## src/rtl/linear_layer_start_fifo_srl.sv

```systemverilog
// Shift-register storage for linear_layer_start_fifo: a push enters at entry 0 and
// every older token moves up one slot. The read port is a plain combinational mux.
module linear_layer_start_fifo_srl #(
  parameter int DATA_WIDTH = 1,
  parameter int ADDR_WIDTH = 4,
  parameter int DEPTH      = 9
) (
  input  logic                  clk,
  input  logic                  we,
  input  logic [ADDR_WIDTH-1:0] addr,
  input  logic [DATA_WIDTH-1:0] din,
  output logic [DATA_WIDTH-1:0] dout
);

  logic [DATA_WIDTH-1:0] mem_q [DEPTH];

  // Storage has no reset and no read-side logic, so it stays SRL-compatible
  always_ff @(posedge clk) begin
    if (we) begin
      mem_q[0] <= din;
      for (int i = 1; i < DEPTH; i++) begin
        mem_q[i] <= mem_q[i-1];
      end
    end
  end

  // Show-ahead read of the entry selected by the parent's pointer
  always_comb begin
    dout = mem_q[addr];
  end

endmodule

```

## src/rtl/linear_layer_start_fifo.sv

```systemverilog
// Shift-register FIFO with show-ahead output. The parent owns the occupancy pointer
// and both flags; the SRL sub-module holds only the data.
module linear_layer_start_fifo #(
  parameter int DATA_WIDTH = 1,
  parameter int ADDR_WIDTH = 4,
  parameter int DEPTH      = 9
) (
  input  logic                  clk,
  input  logic                  reset,
  output logic                  if_full_n,
  input  logic                  if_write_ce,
  input  logic                  if_write,
  input  logic [DATA_WIDTH-1:0] if_din,
  output logic                  if_empty_n,
  input  logic                  if_read_ce,
  input  logic                  if_read,
  output logic [DATA_WIDTH-1:0] if_dout
);

  localparam int PTR_W = ADDR_WIDTH + 1;
  // All-ones encodes "empty"; value k encodes k+1 tokens held
  localparam logic [PTR_W-1:0] PTR_EMPTY       = {PTR_W{1'b1}};
  localparam logic [PTR_W-1:0] PTR_LAST_FREE   = PTR_W'(DEPTH - 2);
  localparam logic [PTR_W-1:0] PTR_ONE_HELD    = {PTR_W{1'b0}};
  localparam logic [PTR_W-1:0] PTR_STEP        = {{(PTR_W-1){1'b0}}, 1'b1};

  logic [PTR_W-1:0]      ptr_q,     ptr_d;
  logic                  full_n_q,  full_n_d;
  logic                  empty_n_q, empty_n_d;
  logic                  push_s;
  logic                  pop_s;
  logic [ADDR_WIDTH-1:0] raddr_s;

  // Accepted handshakes only look at registered flags, never at outputs of this cycle's logic
  always_comb begin
    push_s = if_write & if_write_ce & full_n_q;
    pop_s  = if_read  & if_read_ce  & empty_n_q;
  end

  // Pointer and flag registers
  always_ff @(posedge clk or posedge reset) begin
    if (reset) begin
      ptr_q     <= PTR_EMPTY;
      full_n_q  <= 1'b1;
      empty_n_q <= 1'b0;
    end else begin
      ptr_q     <= ptr_d;
      full_n_q  <= full_n_d;
      empty_n_q <= empty_n_d;
    end
  end

  // Next occupancy: a simultaneous push and pop only shifts storage
  always_comb begin
    ptr_d     = ptr_q;
    full_n_d  = full_n_q;
    empty_n_d = empty_n_q;
    case ({push_s, pop_s})
      2'b10: begin
        ptr_d     = ptr_q + PTR_STEP;
        empty_n_d = 1'b1;
        if (ptr_q == PTR_LAST_FREE) begin
          full_n_d = 1'b0;
        end else begin
          full_n_d = full_n_q;
        end
      end
      2'b01: begin
        ptr_d    = ptr_q - PTR_STEP;
        full_n_d = 1'b1;
        if (ptr_q == PTR_ONE_HELD) begin
          empty_n_d = 1'b0;
        end else begin
          empty_n_d = empty_n_q;
        end
      end
      default: begin
        ptr_d     = ptr_q;
        full_n_d  = full_n_q;
        empty_n_d = empty_n_q;
      end
    endcase
  end

  // Outputs: flags straight from registers, read address clamps to 0 when empty
  always_comb begin
    if_full_n  = full_n_q;
    if_empty_n = empty_n_q;
    if (ptr_q[ADDR_WIDTH]) begin
      raddr_s = {ADDR_WIDTH{1'b0}};
    end else begin
      raddr_s = ptr_q[ADDR_WIDTH-1:0];
    end
  end

  linear_layer_start_fifo_srl #(
    .DATA_WIDTH (DATA_WIDTH),
    .ADDR_WIDTH (ADDR_WIDTH),
    .DEPTH      (DEPTH)
  ) u_srl (
    .clk  (clk),
    .we   (push_s),
    .addr (raddr_s),
    .din  (if_din),
    .dout (if_dout)
  );

endmodule
```

## config.mk

```make
export PLATFORM = sky130hd
export DESIGN_NAME = linear_layer_start_fifo
export DESIGN_NICKNAME = d
export VERILOG_FILES = /design/src/rtl/linear_layer_start_fifo_srl.sv /design/src/rtl/linear_layer_start_fifo.sv
export SDC_FILE = /design/constraint.sdc
export NUM_CORES = 1
export LEC_CHECK = 0
export ABC_AREA = 1
export BUFFER_PORTS_ARGS = -buffer_cell sky130_fd_sc_hd__buf_4
export CAP_MARGIN = 20
export CORE_AREA = 2 2 48 50
export DETAILED_ROUTE_END_ITERATION = 10
export DIE_AREA = 0 0 50 52
export PLACE_DENSITY = 0.73
export RECOVER_POWER = 100
export SYNTH_ARGS = -nofsm -noshare
export SYNTH_HDL_FRONTEND = slang
export SYNTH_SLANG_ARGS = --single-unit
```

## constraint.sdc

```tcl
create_clock -name clk -period 2.2 [get_ports clk]
set_input_delay 0.66 -clock clk [delete_from_list [all_inputs] [get_ports clk]]
set_output_delay 0.66 -clock clk [all_outputs]
set_load 0.03 [all_outputs]
```

==> results by group <==
Power
  • Comb power frac: 2.1%
  • Cell internal pwr: 388 µW
  • Flop pwr share: 63.7%
  • Total power draw: 495 µW
  • Leakage power: 0.000529 µW
  • Power share of the clock group: 34.2%
  • VDD IR max: 380 µV
  • Switching Fraction: 21.6%
  • Power Density: 453 mW/mm²
  • Switching pwr: 107 µW

Cells and area
  • Share of layout cells above drive strength 1: 24.8%
  • Most frequent cells in the layout: nand2_1, inv_1, nand3_1
  • Syn-to-layout area delta: 20.8%
  • Final net count: 135
  • Fin cells: 149
  • Commonest non-fill, non-tap cell in the layout: nand2_1
  • Fill count: 196
  • Antenna cells: 0

Clock tree
  • Clk slew on worst S/H paths: 0.10 ns
  • Clock buffer depth: 2
  • H-tree Lvls: 1
  • Num CTS Buffers: 3
  • CTS tree: yes
  • CTS Root Cell: clkbuf_4
  • Worst-Skew Late Latency: 0.31 ns
  • Sink Count: 16
  • Hold_buf cts: 0

Drt
  • Vias: 722
  • Post-Route WL: 1870 µm
  • Drt pass-1 iters: 4
  • Vias per cell: 4.85
  • First-iteration detailed-routing DRC count: 17
  • Avg WL per Cell: 12.6 µm
  • Routed Antenna Nets: 0
  • Drc violations: 0

Flow run
  • Max-cap viol count: 0

Yosys
  • Distinct cells, synth: 22
  • Mapped Nets: 113
  • Post-synthesis register bit count: 16
  • Avg Cell Area, Syn: 9.03 µm²
  • Synth warn: 0
  • Post-Syn Instances: 100
  • Post-Syn Area: 903 µm²
  • Register area share after synthesis: 50.1%

GRT
  • Total track usage: 16.9%
  • Vias in the first global route: 692
  • Overflow after GRT: 0
  • Initial antenna violation count: 0
  • Largest net degree at the start of global routing: 11
  • First-pass GRT wire length: 3240 µm

Worst setup path
  • Kind of critical path: reg -> out
  • CP startpoint kind: register
  • WP data required: 1.54 ns
  • CP max FO: 5
  • Worst setup EP type: output pin
  • Crit path DAT: 1.57 ns

STA
  • Setup violation total in the final timing report: 1
  • Max Freq: 449 MHz
  • Period utilisation layout: 101%
  • Final hold violations: 0
  • PnR worst setup slack: -0.0260 ns
  • Clk_skew: 0.0123 ns
  • Hold_ws: 0.280 ns
  • Relative slew margins: 74.6%
  • Post-route minimum period: 2.23 ns
  • Worst slew pin tran: 0.381 ns
  • Slew Limit Fails: 0
  • RSZ-0062 raised after global routing: yes

Die
  • Starting Density: 42.9%
  • Die extent in x: 50 µm
  • Core area: 0.00211 mm²
  • Number of core rows: 17
  • Die height: 52 µm
  • Io pins: 10
  • Die Outline Area: 0.00260 mm²

Placed design
  • Placer Congestion: 0.866
  • Port Buffers: 9
  • Placed Cells: 138
  • Post-DP HPWL: 1310 µm

Outcome
  • Status: finished, violations left
  • Failing checks: setup timing

Min path
  • Hold WC Path Type: in -> async
## synth_stat cells
library cell	n	area share, %
nand2_1	21	8.7
inv_1	18	7.5
nand3_1	14	7.8
edfxtp_1	9	30
dfstp_2	6	17
nor2_1	6	2.5
ha_1	5	6.9
o21ai_0	5	2.8
a21oi_1	3	1.7
a21o_1	1	0.83
clkbuf_8	1	1.5
dfrtp_1	1	2.8
fa_1	1	2.2
inv_2	1	0.42
nand2_2	1	0.69
nand2_4	1	1.2
nand3_2	1	1.1
nand3b_1	1	0.83
nand4_1	1	0.69
o21ai_1	1	0.55
xnor2_1	1	0.97
xor2_1	1	0.97
## logic make-up (layout without fill, tap and decap cells)
group,Yosys count,count (layout),synth area share [%]
AO/OA/AOI/OAI,10,10,5.82
XOR/XNOR,2,2,1.94
adder cells (fa/ha/maj),6,6,9.14
buffers and inverters,20,41,9.42
flip-flops,16,16,50.1
AND/OR/NAND/NOR,46,46,23.5
## metal layers
layer | wire, µm | up-vias | track usage (%)
met5 | 0 | - | 0
met4 | 51 | 0 | 9.72
met3 | 50 | 5 | 1.72
met2 | 913 | 15 | 27.6
met1 | 857 | 334 | 21.8
li1 | - | 368 | -
## registers in the layout, summed over array words and instances (netlist names)
signal	count
if_empty_n	1
u_srl.mem_q	9
if_full_n	1
ptr_q	5
## repair_timing
item | in CTS | in global routing
pin swaps | 0 | 2
setup endpoints to repair | 1 | 1
resized for setup | 3 | 2
setup buffers | 6 | 1
## area by class of cell
type                    instances  area, µm²  share of cell area [%]
well taps                      28       35.0                    3.21
clock buffers                   3       22.5                    2.06
repair buffers                 18        128                    11.7
clock inverters                 1       3.75                   0.344
flip-flops and latches         16        453                    41.5
inverters                      19       73.8                    6.77
multi-input cells              64        375                    34.4
## stage by stage
step | util [%] | setup WS [ns] | TNS (ns) | instance area [µm²]
after detailed placement | 47.8 | 0.0437 | 0 | 1010
final | 51.8 | -0.0260 | -0.0260 | 1090
after floorplan | - | 0.167 | 0 | 903
after global placement | 47.8 | 0.103 | 0 | 1010
after CTS | 51.6 | -0.00741 | -0.00741 | 1090
after global routing | 51.8 | -0.125 | -0.125 | 1090
## worst paths after layout
check | start | to | slack [ns] | cells after the start
max | ptr_q[4] | if_dout | -0.03 | 8
min | reset | if_empty_n | 0.28 | 2
max reg2reg | if_full_n | ptr_q[3] | 0.25 | 9
min reg2reg | u_srl.mem_q[3] | u_srl.mem_q[4] | 0.47 | 0
max in group asynchronous | reset | if_full_n | 1.63 | 2
min in group clk | u_srl.mem_q[3] | u_srl.mem_q[4] | 0.47 | 0
## power groups by stage
stage / Sequential [µW] / Combinational, µW / Clock, µW
4_1_cts: 315 / 11.1 / 171
3_5_place_dp: 321 / 11.0 / 0
5_1_grt: 315 / 12.1 / 183
2_1_floorplan: 321 / 1.98 / 0
6_report: 315 / 10.6 / 169
3_3_place_gp: 321 / 10.6 / 0
## critical path: stages, from the launching register on
cell     delay (ns)
dfstp_2        0.61
inv_4          0.07
nand2_4        0.09
nand2_1        0.05
nand3_1        0.08
nand3_1        0.09
nand3_2        0.08
nand2_1        0.06
buf_6          0.13
(Power assumes the default switching activity.)
